**config.mk**
```make
export PLATFORM = sky130hd
export DESIGN_NAME = serdesphy_ana_rx_ctrl
export DESIGN_NICKNAME = d
export VERILOG_FILES = /design/src/rtl/serdesphy_ana_rx_ctrl.sv
export SDC_FILE = /design/constraint.sdc
export NUM_CORES = 1
export LEC_CHECK = 0
export ABC_AREA = 1
export CORE_MARGIN = 2
export CORE_UTILIZATION = 45
export CTS_BUF_LIST = sky130_fd_sc_hd__clkbuf_16
export DETAILED_ROUTE_END_ITERATION = 10
export PLACE_DENSITY = 0.68
export REMOVE_ABC_BUFFERS = 1
export SLEW_MARGIN = 10
export SYNTH_ARGS = -nofsm -noshare
export SYNTH_HDL_FRONTEND = slang
export SYNTH_SLANG_ARGS = --single-unit
```
**constraint.sdc**
```tcl
create_clock -name clk -period 3.6 [get_ports clk]
set_clock_uncertainty 0.1 [all_clocks]
set_input_delay 0.72 -clock clk [delete_from_list [all_inputs] [get_ports clk]]
set_output_delay 0.72 -clock clk [all_outputs]
set_load 0.005 [all_outputs]
```
**src/rtl/serdesphy_ana_rx_ctrl.sv**
```systemverilog
// serdesphy_ana_rx_ctrl: RX limiting-amp power-up / loss-of-signal sequencer (optional status counter via SERDESPHY_RX_CTRL_STATUS_EN)
module serdesphy_ana_rx_ctrl #(
  parameter int SETTLE_CYCLES = 64,
  parameter int DET_ON_CNT    = 16,
  parameter int DET_OFF_CNT   = 32,
  parameter int CNT_W         = 8
) (
  input  logic       clk,
  input  logic       rst,
  input  logic       rx_en_req,
  input  logic       lpbk_req,
  input  logic       sig_det_raw,
  output logic       rx_enable,
  output logic       rx_iso_en,
  output logic       rx_lpbk_en,
  output logic       rx_ready,
  output logic       los,
  output logic       los_event,
  output logic [1:0] state
`ifdef SERDESPHY_RX_CTRL_STATUS_EN
  ,
  input  logic       los_cnt_clr,
  output logic [7:0] los_cnt
`endif
);
  typedef enum logic [1:0] {OFF = 2'd0, PWRUP = 2'd1, ACQ = 2'd2, LOCKED = 2'd3} state_t;
  state_t st, st_n;
  logic [CNT_W-1:0] cnt, cnt_n, cnt_inc;
  logic lpbk_n, los_n, evt_n;
  assign state = st;
  assign cnt_inc = &cnt ? cnt : cnt + 1'b1;
  // Next-state logic: disable beats loopback change beats normal sequencing
  always_comb begin
    st_n   = st;
    cnt_n  = cnt;
    lpbk_n = rx_lpbk_en;
    los_n  = los;
    evt_n  = 1'b0;
    if (!rx_en_req) begin
      st_n  = OFF;
      cnt_n = '0;
      los_n = 1'b0;
    end else if (st != OFF && lpbk_req != rx_lpbk_en) begin
      st_n   = PWRUP;
      lpbk_n = lpbk_req;
      cnt_n  = '0;
    end else begin
      unique case (st)
        OFF: begin
          st_n   = PWRUP;
          lpbk_n = lpbk_req;
          cnt_n  = '0;
        end
        PWRUP: begin
          st_n  = cnt == CNT_W'(SETTLE_CYCLES - 1) ? ACQ : PWRUP;
          cnt_n = cnt == CNT_W'(SETTLE_CYCLES - 1) ? '0 : cnt_inc;
        end
        ACQ: begin
          if (!sig_det_raw) cnt_n = '0;
          else if (cnt == CNT_W'(DET_ON_CNT - 1)) begin
            st_n  = LOCKED;
            cnt_n = '0;
            los_n = 1'b0;
          end else cnt_n = cnt_inc;
        end
        LOCKED: begin
          if (sig_det_raw) cnt_n = '0;
          else if (cnt == CNT_W'(DET_OFF_CNT - 1)) begin
            st_n  = ACQ;
            cnt_n = '0;
            los_n = 1'b1;
            evt_n = 1'b1;
          end else cnt_n = cnt_inc;
        end
        default: st_n = OFF;
      endcase
    end
  end
  // State, counter and registered analog/status outputs decoded from the next state
  always_ff @(posedge clk or posedge rst) begin
    if (rst) begin
      st         <= OFF;
      cnt        <= '0;
      rx_enable  <= 1'b0;
      rx_iso_en  <= 1'b1;
      rx_lpbk_en <= 1'b0;
      rx_ready   <= 1'b0;
      los        <= 1'b0;
      los_event  <= 1'b0;
    end else begin
      st         <= st_n;
      cnt        <= cnt_n;
      rx_enable  <= st_n != OFF;
      rx_iso_en  <= st_n == OFF || st_n == PWRUP;
      rx_lpbk_en <= lpbk_n;
      rx_ready   <= st_n == LOCKED;
      los        <= los_n;
      los_event  <= evt_n;
    end
  end
`ifdef SERDESPHY_RX_CTRL_STATUS_EN
  // Saturating LOS event counter; clear takes priority over a same-cycle event
  always_ff @(posedge clk or posedge rst) begin
    if (rst) los_cnt <= '0;
    else if (los_cnt_clr) los_cnt <= '0;
    else if (evt_n && los_cnt != 8'hff) los_cnt <= los_cnt + 8'd1;
  end
`endif
endmodule

```
==> results of run 1 <==
-- state kept, by name (all words and copies together), names as in the netlist --
name / count
cnt: 8
state: 2
los: 1
los_event: 1
rx_enable: 1
rx_iso_en: 1
rx_lpbk_en: 1
rx_ready: 1
-- through the flow --
| step | instances | total power (µW) | setup WS [ns] |
|---|---|---|---|
| final | 151 | 433 | 1.53 |
| after global routing | 151 | 450 | 1.49 |
| after CTS | 151 | 438 | 1.52 |
| after detailed placement | 147 | 222 | 1.47 |
| after global placement | 147 | 220 | 1.52 |
| after floorplan | 108 | 207 | 2.06 |
-- Yosys cell counts --
cell / n / area share
inv_1: 14 / 0.058
nor2_2: 1 / 0.0069
nand3_4: 1 / 0.019
nor2_8: 1 / 0.022
nand2_1: 21 / 0.087
o21ai_1: 1 / 0.0055
ha_1: 1 / 0.014
xnor2_1: 1 / 0.0097
dfrtp_1: 15 / 0.41
clkbuf_1: 1 / 0.0041
nand2_4: 3 / 0.037
o21ai_0: 7 / 0.039
dfstp_2: 1 / 0.029
nand2_2: 3 / 0.021
nor3_1: 2 / 0.011
xor2_1: 2 / 0.019
nand4_1: 2 / 0.014
nor2_1: 20 / 0.083
nand3_2: 2 / 0.022
o21bai_4: 1 / 0.021
nand3_1: 7 / 0.039
nor3_4: 1 / 0.018
a21oi_1: 1 / 0.0055
-- cell families after synthesis --
group | after synthesis | share of synthesized area
AOI/OAI and AO/OA | 10 | 0.0705
adders and majority gates | 1 | 0.0138
xor gates and xnor gates | 3 | 0.0291
buffers and inverters | 15 | 0.0622
and+or+nand+nor | 64 | 0.380
DFF | 16 | 0.444
-- worst max path at each step --
stage                end  slack (ns)
5_1_grt         state[0]        1.49
3_5_place_dp         los        1.47
2_1_floorplan        los        2.06
4_1_cts        rx_iso_en        1.52
6_report       rx_iso_en        1.53
3_3_place_gp         los        1.52
-- power groups by stage --
stage,sequential [µW],combinational [µW],clock (µW)
floorplan,189,17.9,0
global placement,189,31.3,0
detailed placement,189,32.3,0
CTS,186,32.5,220
global route,187,35.7,227
finish,186,32.0,215
-- routing by layer --
metal / share of wire / vias up
li1: - / 375
met1: 0.48 / 324
met2: 0.47 / 8
met3: 0.027 / 4
met4: 0.023 / 0
met5: 0 / -
-- area by class of cell --
cell class	count	area, µm²	area share
clock buffers	3	75.1	0.0662
repair buffers	12	120	0.106
flip-flops and latches	16	402	0.354
well taps	27	33.8	0.0298
inverters	14	52.6	0.0464
clock inverters	1	3.75	0.00331
multi-input cells	78	447	0.394
-- cell usage in the layout (no fill, tap or decap), types with 3 or more instances in the layout --
master,Yosys,routed
nor2_1,20,20
nand2_1,21,21
dfrtp_1,15,15
nand2_2,3,3
clkdlybuf4s50_1,0,12
clkbuf_16,0,3
nand3_1,7,7
o21ai_0,7,7
nand2_4,3,3
inv_1,14,14
==> results.md, run 1 <==
* Status: finished, final reports clean
* IO Port Bufs at 12
* Fin. Hold Viols at 0
* Final design utilization at 0.590
* Core area at just under 2000 µm²
* Number of synthesized register bits at 16
* Synth Cell Area at around 900 µm²
* Mapped Cells at approximately 110
* Period utilisation layout at 0.576
* Grt met2 use at 0.265
* N_diodes at 0
* Clock Power Share at 0.496
* First-pass GRT wire length at about 3.1 mm
* Pin count of the biggest net entering global routing at 17
* Clock sinks at 16
* Worst Hold Class: register to register
* Routed WL per cell at about 11 µm
* Finished layout cell area at 1130 µm²
* Initial DRC count at 6
* Setup CP Type: register to output port
* Capturing point of the worst reg2reg path: cnt[5]
* Crit path max-delay cell type: dfstp_2
* Max-Cap Viols at 0
* Setup crit start kind: register
* CTS H-tree depth at 1
* Slew margin rel. at 0.591
* Drt total wl at 1.68 mm
* Worst endpoint data arrival time at approximately 1.3 ns
* Hold Crit Depth at 2
* Synthesized area per cell at 8.30 µm²
* Filler cells at roughly 190
* GPL Wtd Cong at 0.781
* Routed Antenna Nets at 0
* Initial Utilization at 0.471
* Routed vias at between 700 and 800
* Worst flop-to-flop path startpoint: cnt[0]
* CTS Root Cell: clkbuf_16
* I/O pin cnt at 13
* Yosys cell types at 23
* Row cnt at 16
* Later-pin clock latency in the skew report at 0.25 ns
* GRT Residual Overflow at 0
* WHS Endpoint: rx_lpbk_en
* Lkg Pwr at 0.000558 µW
* Cts repair resizes at 0
* Gr busiest metal: met2
* Pint at between 300 and 400 µW
* Syn-to-layout area delta at 25.3%
* Post-CTS setup buffer count at 0
* Worst Min Path Start: rx_lpbk_en
* Minimum clock period at 2.07 ns
* Family with the most delay on the worst path: flip-flops
* Slew @ Worst Pin at slightly above 0.6 ns
* CTS tree: built
* Finish-stage setup viols at 0
* Cts bufs inserted at 3
* Die area at ~2400 µm²
* HPWL Detailed at about 1.3 mm
* Vias in the first global route at 724
* Final TNS setup at 0 ns
* RSZ-0062 raised after global routing: false
* Hold_buf cts at 0
* Placed cell area at 1050 µm²
* Nets@finish at around 130
* CP required at ~2.8 ns
* Worst vdd ir at between 0.3 and 0.4 mV
* Yosys Warn Count at 0
* M3 GR Usage at 0.0307
* Worst path depth at 1
* Initial DRT Pass Iterations at 2
* Reg2reg setup slack at 1.98 ns
* Crit-path max FO at 1
* Sequential share of the synthesized area at 0.444
* Die height at 48.8 µm
* Share of cells above drive strength 1 at 0.137
* Cell depth of the worst flop-to-flop path at 8
* CP cell instances: clkdlybuf4s50_1
* WP buf/inv at 1
* Net Switching at about 88 µW
* Fmax at slightly below 0.5 GHz
* Largest stage delay on the critical path at ~0.52 ns
* Die span in x at 48.8 µm
* Gr usage total at 0.168
* Met1 Resource Use GR at 0.227
* Switching Fraction at 0.204
* CTS Buffer Depth at 2
* Vias per cell at 4.71
* Critical Path Sink Type: output port
* CP startpoint: rx_iso_en
* Clk pin slew, worst setup/hold paths at roughly 0.050 ns
* Combinational fraction of design power at 0.074
* Max-slew violations at 0
* # DRC at 0
* Min Hold Slack at around 0.42 ns
* Initial antenna violation count at 0
* Share of total power in sequential cells at 0.430
* Cell Pwr Density at 382 nW/µm²
Note: power is estimated with default switching activity, not from simulation.
==> inputs of run 2 (changes only) <==
clock period = 2 ns   (was 3.6 ns; I/O delays follow)
==> run 2 against run 1 <==
Effect of this change:
- count of clock-buffer cells in the layout did not move
- sequential cell count is the same
- die area unchanged
- global-route usage hardly changed
- sequential share of layout area down 0.23 points
- worst setup slack worse by 1.3 ns
- critical endpoint unchanged
==> results.md, run 2 (synthesized netlist as in run 1, its figures left out) <==
* Number of flip-flops in the largest register at 8
* Fmax at between 0.5 and 0.6 GHz
* Routed wl met3 at between 50 and 60 µm
* CTS tree: built
* Max-Cap Viols at 0
* M1 WL at ~840 µm
* CTS H-tree depth at 1
* Slew margin rel. at 0.617
* Clk pin slew, worst setup/hold paths at 0.05 ns
* Clock Power Share at 0.496
* Lkg Pwr at roughly 0.00057 µW
* Switching Fraction at 0.205
* CP required at around 1.5 ns
* Vias in the first global route at between 700 and 800
* Crit-path max FO at 1
* Die area at 2380 µm²
* Worst flop-to-flop path startpoint: cnt[0]
* Cts bufs inserted at 3
* Final design utilization at 0.594
* Setup CP Type: register to output port
* Cell Pwr Density at approximately 690 nW/µm²
* Final TNS setup at 0 ns
* Largest stage delay on the critical path at slightly above 0.5 ns
* Clock sinks at 16
* Critical Path Sink Type: output port
* Pin count of the biggest net entering global routing at 17
* HPWL Detailed at roughly 1.2 mm
* Max-slew violations at 0
* Reg2reg setup slack at 0.38 ns
* Crit path max-delay cell type: dfstp_2
* Worst vdd ir at slightly above 0.6 mV
* Drt total wl at roughly 1.7 mm
* Routed WL per cell at roughly 11 µm
* Net Switching at between 150 and 200 µW
* Worst path depth at 1
* CP startpoint: rx_iso_en
* N_diodes at 0
* RSZ-0062 raised after global routing: false
* Setup crit start kind: register
* Initial DRC count at 12
* I/O pin cnt at 13
* Pint at roughly 620 µW
* Later-pin clock latency in the skew report at 0.25 ns
* GPL Wtd Cong at between 0.7 and 0.8
* Post-CTS setup buffer count at 0
* Initial Utilization at 0.471
* IO Port Bufs at 12
* Initial DRT Pass Iterations at 6
* Share of cells above drive strength 1 at 0.144
* Family with the most delay on the worst path: flip-flops
* Vias per cell at 4.84
* GRT Residual Overflow at 0
* CTS Root Cell: clkbuf_16
* Initial antenna violation count at 0
* Core area at ~1900 µm²
* Hold_buf cts at 0
* CP cell instances: clkdlybuf4s50_1
* Syn-to-layout area delta at 26.1%
* Slew @ Worst Pin at ~0.57 ns
* Gr usage total at 0.168
* Routed vias at 735
* Cell depth of the worst flop-to-flop path at 8
* Finish-stage setup viols at 0
* # DRC at 0
* Minimum clock period at between 1.5 and 2 ns
* Capturing point of the worst reg2reg path: rx_ready
* Cts repair resizes at 0
* Most frequent cells in the layout: 21 x nand2_1, 20 x nor2_1, 15 x inv_1, 15 x dfrtp_1, 12 x clkdlybuf4s50_1
* Period utilisation layout at 0.876
* Highest routed metal layer: met4
* Biggest register: cnt
* First-pass GRT wire length at 3.07 mm
* Routed Antenna Nets at 0
* Worst Hold Class: primary input to async pin
* Metal2 WL at 782 µm
* Share of total power in sequential cells at 0.429
* Worst setup path end: rx_iso_en
* Fin. Hold Viols at 0
* Die height at 48.8 µm
* Nets@finish at between 100 and 150
* Row cnt at 16
* Worst endpoint data arrival time at approximately 1.3 ns
* Commonest non-fill, non-tap cell in the layout: nand2_1
* Combinational fraction of design power at 0.075
* Status: finished, final reports clean
* Die span in x at 48.8 µm
* WP buf/inv at 1
* Filler cells at approximately 180
* CTS Buffer Depth at 2
==> run 2: cell count changes in the layout (fill, tap and decap cells not counted), sizes merged <==
cell	delta
inv	+1
buf	+1
clkinv	-1
==> run 2: worst min path at each step <==
stage,cells after the start,startpoint,endpoint,slack [ns]
finish,2,rst,state[1],0.41
global route,2,rx_lpbk_en,rx_lpbk_en,0.47
CTS,2,rx_lpbk_en,rx_lpbk_en,0.42
detailed placement,2,rx_lpbk_en,rx_lpbk_en,0.41
global placement,2,rx_lpbk_en,rx_lpbk_en,0.41
floorplan,1,rst,cnt[0],0.21
==> run 2: power by group through the flow <==
stage	sequential, µW	combinational (µW)	clock (µW)
3_5_place_dp	340	59.2	0
6_report	335	58.9	388
3_3_place_gp	341	58.2	0
5_1_grt	336	65.7	405
2_1_floorplan	340	32.2	0
4_1_cts	335	59.9	394
==> run 2: layout make-up <==
| class | count | area, µm² | area share |
|---|---|---|---|
| Clock buffer | 3 | 75.1 | 0.0658 |
| Tap cell | 27 | 33.8 | 0.0296 |
| Clock inverter | 1 | 3.75 | 0.00329 |
| Sequential cell | 16 | 402 | 0.352 |
| Timing Repair Buffer | 13 | 128 | 0.112 |
| Multi-Input combinational cell | 78 | 447 | 0.391 |
| Inverter | 14 | 52.6 | 0.0461 |
==> run 2: through the flow <==
stage	area [µm²]	instances	setup WS, ns	hold slack [ns]	total power [µW]
2_1_floorplan	901	108	0.535	0.213	372
3_3_place_gp	1060	148	0.239	0.407	399
3_5_place_dp	1060	148	0.202	0.405	400
4_1_cts	1140	152	0.239	0.416	789
5_1_grt	1140	152	0.208	0.469	807
6_report	1140	152	0.249	0.407	783
==> run 2: routing by layer <==
| metal | up-vias | GRT usage |
|---|---|---|
| li1 | 375 | - |
| met1 | 338 | 0.236 |
| met2 | 20 | 0.258 |
| met3 | 2 | 0.0276 |
| met4 | 0 | 0.0714 |
| met5 | - | 0 |
==> inputs of run 3 (changes only) <==
CORE_UTILIZATION = 52   (was 45)
MAX_ROUTING_LAYER = met4   (was not set)
PLACE_DENSITY = 0.77   (was 0.68)
==> run 3 against run 2 <==
Effect of this change:
- wire length did not move
- sequential power hardly changed
- critical path depth stayed put
- count of clock-buffer cells in the layout did not move
- first-iteration DRC count increased by 42%
- critical endpoint unchanged
- worst setup slack got worse by 0.0035 ns
- clock power about the same
- core utilization is 7.4 points higher
==> results.md, run 3 (synthesized netlist as in run 1, its figures left out) <==
* CP required at 1.50 ns
* Later-pin clock latency in the skew report at between 0.2 and 0.3 ns
* First-pass GRT wire length at between 2 and 3 mm
* Setup crit start kind: register
* GPL Wtd Cong at 0.775
* Drt total wl at between 1.5 and 2 mm
* Row cnt at 15
* Worst path depth at 1
* Critical Path Sink Type: output port
* Family with the most delay on the worst path: flip-flops
* Worst endpoint data arrival time at between 1 and 1.5 ns
* Largest stage delay on the critical path at about 0.51 ns
* Cell depth of the worst flop-to-flop path at 8
* Initial Utilization at 0.536
* Worst Hold Class: primary input to async pin
* CTS tree: built
* IO Port Bufs at 12
* Worst vdd ir at approximately 0.62 mV
* Metal2 WL at 826 µm
* Die height at 45.7 µm
* Routed wl met3 at roughly 66 µm
* Share of cells above drive strength 1 at 0.144
* Post-CTS setup buffer count at 0
* GRT Residual Overflow at 0
* Initial antenna violation count at 0
* Routed vias at approximately 760
* Initial DRC count at 17
* Cts repair resizes at 0
* Core area at about 1700 µm²
* CTS Buffer Depth at 2
* CTS Root Cell: clkbuf_16
* Cts bufs inserted at 3
* RSZ-0062 raised after global routing: false
* Hold_buf cts at 0
* CTS H-tree depth at 1
* Clock sinks at 16
* Commonest non-fill, non-tap cell in the layout: nand2_1
* Max-slew violations at 0
* Most frequent cells in the layout: 21 x nand2_1, 20 x nor2_1, 15 x inv_1, 15 x dfrtp_1, 12 x clkdlybuf4s50_1
* Die span in x at about 46 µm
* I/O pin cnt at 13
* Routed WL per cell at 12.0 µm
* Number of flip-flops in the largest register at 8
* Gr usage total at 0.214
* CP cell instances: clkdlybuf4s50_1
* Highest routed metal layer: met4
* Min Hold Slack at about 0.41 ns
* N_diodes at 0
* Final TNS setup at 0 ns
* Die area at approximately 2100 µm²
* Pin count of the biggest net entering global routing at 17
* Status: finished, final reports clean
* Max-Cap Viols at 0
* Nets@finish at approximately 130
* M1 WL at 780 µm
* WP buf/inv at 1
* Finish-stage setup viols at 0
* # DRC at 0
* Biggest register: cnt
* Period utilisation layout at 0.877
* Syn-to-layout area delta at 24.8%
* Routed Antenna Nets at 0
* HPWL Detailed at around 1.3 mm
* Setup CP Type: register to output port
* Clk pin slew, worst setup/hold paths at approximately 0.050 ns
* Lkg Pwr at ~0.00057 µW
* Crit-path max FO at 1
* Vias in the first global route at just over 700
* Fmax at around 0.57 GHz
* Vias per cell at between 5 and 6
* Slew margin rel. at 0.614
* Initial DRT Pass Iterations at 4
* Cell Pwr Density at approximately 700 nW/µm²
* Slew @ Worst Pin at 0.578 ns
* Minimum clock period at 1.75 ns
* Crit path max-delay cell type: dfstp_2
* Fin. Hold Viols at 0
## run 3: path summary, 6_finish.rpt
kind	start	end	slack [ns]
worst max-delay path	rx_iso_en	rx_iso_en	0.25
worst min-delay path	rst	cnt[0]	0.41
worst max register to register	cnt[0]	cnt[5]	0.39
worst min register to register	rx_lpbk_en	rx_lpbk_en	0.43
max in group asynchronous	rst	los_event	1.01
min in group clk	rx_lpbk_en	rx_lpbk_en	0.43
## run 3: area by class of cell
class	instances	area [µm²]
Clock buffer	3	75.1
Clock inverter	1	3.75
Fill cell	145	561
Inverter	14	52.6
Multi-Input combinational cell	78	447
Sequential cell	16	402
Tap cell	17	21.3
Timing Repair Buffer	13	128
## run 3: layer usage
metal | track usage | vias up
li1 | - | 381
met1 | 0.253 | 358
met2 | 0.335 | 16
met3 | 0.0952 | 3
met4 | 0.0514 | 0
met5 | - | -
## run 3: per-stage QoR
step | cells | power [µW] | setup WS (ns) | utilization | cell area (µm²)
2_1_floorplan | 108 | 372 | 0.535 | - | 901
3_3_place_gp | 138 | 398 | 0.241 | 0.621 | 1050
3_5_place_dp | 138 | 400 | 0.143 | 0.621 | 1050
4_1_cts | 142 | 789 | 0.246 | 0.668 | 1130
5_1_grt | 142 | 807 | 0.233 | 0.668 | 1130
6_report | 142 | 785 | 0.245 | 0.668 | 1130
## run 3: report_power, final
| group | total (µW) | internal (µW) | switching, µW |
|---|---|---|---|
| logic | 59.1 | 27.5 | 31.5 |
| registers | 336 | 330 | 5.66 |
| clock network | 390 | 265 | 125 |
| total | 785 | 622 | 162 |
==> RTL change 1 (flow settings as in run 3) <==
`CNT_W`: 8 -> 12.
--- a/src/rtl/serdesphy_ana_rx_ctrl.sv
+++ b/src/rtl/serdesphy_ana_rx_ctrl.sv
@@ -3,7 +3,7 @@
   parameter int SETTLE_CYCLES = 64,
   parameter int DET_ON_CNT    = 16,
   parameter int DET_OFF_CNT   = 32,
-  parameter int CNT_W         = 8
+  parameter int CNT_W         = 12
 ) (
   input  logic       clk,
   input  logic       rst,
Function: same outputs for any inputs over 10 cycles, from zero or initial values and one cycle with rst high; that may be too few to reach the edited logic, so the function may still have changed.
==> RTL change 1 against run 3 <==
Combinational power rose by 17%. Die area grew 30%. Setup slack improved by 0.0076 ns. Total power grew 15%. Utilization fell by 1.7 points. Synthesized cell count grew 46%. Wire length increased by 43%. Critical path depth is the same. Count of clock-buffer cells in the layout unchanged. Critical endpoint unchanged. Cell count is 42% higher. Sequential share of layout area decreased by 0.41 points. Design area grew 26%. Sequential cell count rose by 4. Area after synthesis up 33%. Largest power group is now registers.
==> RTL change 1: results (changes against run 3) <==
Clock tree buffer depth -> 2 (unchanged)
Share of layout cells above drive strength 1 -> 14.9% (+0.54 points)
Final nets -> 181 (+37%)
First-pass DRT Iterations -> 4 (unchanged)
Pin count of the biggest net entering global routing -> 21 (+4)
First-pass GRT wire length -> 4130 µm (+39%)
Peak supply drop -> 0.522 mV (-16%)
Largest register FFs -> 12 (+4)
Leakage -> 0.694 nW (+22%)
Number of DRC violations after detailed-routing iteration 0 -> 25 (+8)
Clock root cell -> clkbuf_16
Slew HR -> 75.5% (+14 points)
Status -> finished, final reports clean
ANT cells -> 0 (unchanged)
H-Tree Depth -> 1 (unchanged)
Worst-skew pair later-pin latency -> 0.25 ns (about the same)
Top post-synthesis cells by area -> dfrtp_1, nand2_1, inv_1
Netlist cell types -> 31 (+35%)
Post-CTS Setup Bufs -> 0 (unchanged)
Global placement routability congestion -> 0.939 (+21%)
Hold Path Class -> in2async
Largest stage delay, worst path -> 0.51 ns (about the same)
Routed len/inst -> 12.0 µm (+0.63%)
Slowest-stage cell, CP -> dfstp_2
Critical path arrival -> 1.25 ns (about the same)
Tot GR Track Use -> 21.6% (+0.26 points)
Register area share after synthesis -> 41.7% (-2.7 points)
Crit Path Max Fanout -> 1 (unchanged)
Synth top cells by count -> nand2_1, inv_1, nor2_1, dfrtp_1, nand3_1
DP Worst Slack -> 0.181 ns (+0.0380 ns)
Vias in the first global route -> 942 (+30%)
Filler cell count -> 171 (+18%)
Vias -> 1035 (+37%)
HPWL Detailed -> 1770 µm (+36%)
[RTL change 1: final cells by class]
cell class	count	share of cell area, %
multi-input cells	109	40.3
flip-flops and latches	20	35.2
repair buffers	14	9.47
inverters	27	7.11
clock buffers	3	5.26
well taps	28	2.46
clock inverters	1	0.263
[RTL change 1: worst paths after layout]
path	startpoint	endpoint	slack [ns]	cells after the start
max	rx_iso_en	rx_iso_en	0.25	1
min	rst	cnt[3]	0.37	3
max reg2reg	cnt[0]	cnt[9]	0.26	11
min reg2reg	los	los	0.39	2
max in group asynchronous	rst	rx_iso_en	1.17	3
min in group clk	los	los	0.39	2
[RTL change 1: logic make-up after synthesis]
logic type / count (synthesis) / synth area share (%)
buffers and inverters: 30 / 10.6
adder cells (fa/ha/maj): 1 / 1.04
AND/OR/NAND/NOR: 90 / 36.4
multiplexers: 1 / 0.935
flip-flops: 20 / 41.7
AO/OA/AOI/OAI: 14 / 7.17
XOR/XNOR: 3 / 2.18
[RTL change 1: power by group]
group	leakage [nW]	internal (mW)	switching (mW)
Clock	0.0385	0.266	0.150
Sequential	0.269	0.410	0.00504
Combinational	0.386	0.0305	0.0387
Total	0.694	0.707	0.194
[RTL change 1: layer usage]
layer | track usage [%] | up-vias | part of all wire, %
met2 | 32.9 | 21 | 51
met5 | - | - | 0
met3 | 4.60 | 4 | 3.2
met1 | 28.3 | 489 | 45
met4 | 8.33 | 0 | 1.0
li1 | - | 521 | -
[RTL change 1: metrics by stage]
stage,power (mW),hold WS (ns),util (%),cell area (µm²),std cells
4_1_cts,0.910,0.382,65.1,1430,202
2_1_floorplan,0.460,0.263,-,1180,156
6_report,0.901,0.366,65.1,1430,202
3_5_place_dp,0.493,0.378,61.5,1350,198
3_3_place_gp,0.490,0.359,61.5,1350,198
5_1_grt,0.933,0.429,65.1,1430,202
==> RTL change 2 (flow settings as in run 3) <==
Without the edit above. Add a define of `SERDESPHY_RX_CTRL_STATUS_EN`.
--- a/src/rtl/serdesphy_ana_rx_ctrl.sv
+++ b/src/rtl/serdesphy_ana_rx_ctrl.sv
@@ -1,4 +1,6 @@
 // serdesphy_ana_rx_ctrl: RX limiting-amp power-up / loss-of-signal sequencer (optional status counter via SERDESPHY_RX_CTRL_STATUS_EN)
+`define SERDESPHY_RX_CTRL_STATUS_EN
+
 module serdesphy_ana_rx_ctrl #(
   parameter int SETTLE_CYCLES = 64,
   parameter int DET_ON_CNT    = 16,
Interface: changed (added los_cnt and los_cnt_clr); port bits go from 13 to 22. No check against the original RTL was run, so the function may have changed too.
==> RTL change 2 against run 3 <==
Global-route usage decreased by 0.54 points. Area after synthesis increased by 66%. Sequential share of layout area is 3.6 points lower. Sequential cell count up 8. Clock power increased by 48%. Design area is 67% higher. Setup slack worse by 0.0099 ns. Critical path depth stayed put. Wire length increased by 80%. Synthesized cell count is 90% higher. Register-to-register slack got worse by 0.06 ns. Total power rose by 44%. Combinational power rose by 4.9%.
==> RTL change 2: results (changes against run 3) <==
Status -> finished, final reports clean
Clock power frac -> 50.9% (+1.2 points)
WHS -> 0.381 ns (-0.0286 ns)
# resized after CTS -> 0 (unchanged)
Final nets -> 244 (+85%)
CTS Buf Count -> 3 (unchanged)
Worst-Margin Slew -> 0.475 ns (-0.103 ns)
Reg2reg start -> cnt[0]
Slowest-stage cell, CP -> clkdlybuf4s50_1
Clock transition at path regs -> 0.07 ns (+0.02 ns)
Avg Vias per Cell -> 5.13 (-3.9%)
Multiplexer share of the synthesized area -> 0% (unchanged)
ANT cells -> 0 (unchanged)
Largest stage delay, worst path -> 0.54 ns (+0.03 ns)
Synth top cells by count -> nand2_1, inv_1, nand3_1, dfrtp_1, nor2_1
Top_reg_cell synth -> dfrtp_1
Clock tree buffer depth -> 2 (unchanged)
Switching Power -> 0.217 mW (+34%)
Antenna violations before repair -> 0 (unchanged)
R2R setup slack -> 0.33 ns (-0.06 ns)
Register area share after synthesis -> 40.1% (-4.3 points)
Compound-cell area share of the yosys netlist -> 4.34% (-2.7 points)
Netlist cell types -> 26 (+13%)
Pint -> 0.915 mW (+47%)
Port buffer count -> 21 (+9)
Top post-synthesis cells by area -> dfrtp_1, nand2_1, inv_1
Global placement routability congestion -> 0.877 (+13%)
Tot GR Track Use -> 20.8% (-0.54 points)
Yosys warnings -> 0 (unchanged)
Adder and majority cell fraction of the synthesized area -> 1.67% (+0.28 points)
Crit Path Max Fanout -> 7 (+6)
Final wirelength -> 3070 µm (+80%)
Critical path arrival -> 1.26 ns
First-pass GRT wire length -> 5310 µm (+78%)
Delay-heaviest family, CP -> buffers and inverters
Pin count of the biggest net entering global routing -> 25 (+8)
Leakage -> 1.07 nW (+89%)
Share of layout cells above drive strength 1 -> 10.2% (-4.2 points)
Clock root cell -> clkbuf_16
R2R Path End -> los_cnt[4]
Hold Path Class -> in2async
Number of DRC violations after detailed-routing iteration 0 -> 43 (+26)
XOR/XNOR Fraction of Synth Area -> 1.75% (-1.2 points)
Post-CTS Setup Bufs -> 0 (unchanged)
Drc violations -> 0 (unchanged)
Async set-reset flop share out of synthesis -> 100% (unchanged)
Comb pwr share -> 5.5% (-2.0 points)
Filler cell count -> 244 (+68%)
HPWL Detailed -> 2210 µm (+71%)
DP Worst Slack -> 0.0743 ns (-0.0688 ns)
Worst-skew pair later-pin latency -> 0.26 ns
Vias in the first global route -> 1243 (+71%)
First-pass DRT Iterations -> 4 (unchanged)
Peak supply drop -> 0.499 mV (-19%)
R2r worst-path depth -> 8 (unchanged)
RTL change 2: per-layer routing:
| layer | wire length [µm] | GRT usage [%] | vias to the layer above |
|---|---|---|---|
| met1 | 1480 | 27.7 | 614 |
| met2 | 1420 | 33.6 | 37 |
| met5 | 0 | - | - |
| met4 | 27 | 3.99 | 0 |
| met3 | 135 | 4.02 | 4 |
| li1 | - | - | 709 |
RTL change 2: final cells by class:
| cell class | instances | area (µm²) | area share, % |
|---|---|---|---|
| inverters | 40 | 150 | 7.97 |
| clock buffers | 3 | 75.1 | 3.99 |
| flip-flops and latches | 24 | 602 | 32.0 |
| multi-input cells | 141 | 739 | 39.3 |
| well taps | 31 | 38.8 | 2.06 |
| clock inverters | 1 | 30.0 | 1.59 |
| repair buffers | 26 | 248 | 13.2 |
RTL change 2: cells by family (layout without fill, tap and decap cells):
logic type | after synthesis | in the layout
simple gates | 124 | 124
buf+inv | 42 | 70
flops | 24 | 24
compound gates | 12 | 12
xor+xnor | 3 | 3
fa+ha+maj | 2 | 2
RTL change 2: worst max-delay path by stage:
stage | from | end | slack (ns) | depth (start not counted)
finish | los_cnt[3] | los_cnt[3] | 0.24 | 1
global route | cnt[0] | los_cnt[4] | 0.20 | 8
CTS | rx_iso_en | rx_iso_en | 0.23 | 1
detailed placement | lpbk_req | los_cnt[4] | 0.07 | 8
global placement | lpbk_req | los_cnt[6] | 0.11 | 8
floorplan | cnt[0] | los_cnt[5] | 0.47 | 8
RTL change 2: metrics by stage:
stage	cell area [µm²]	utilization, %	std cells
3_5_place_dp	1780	64.5	262
6_report	1880	68.3	266
3_3_place_gp	1780	64.5	262
4_1_cts	1880	68.3	266
5_1_grt	1880	68.3	266
2_1_floorplan	1490	-	205
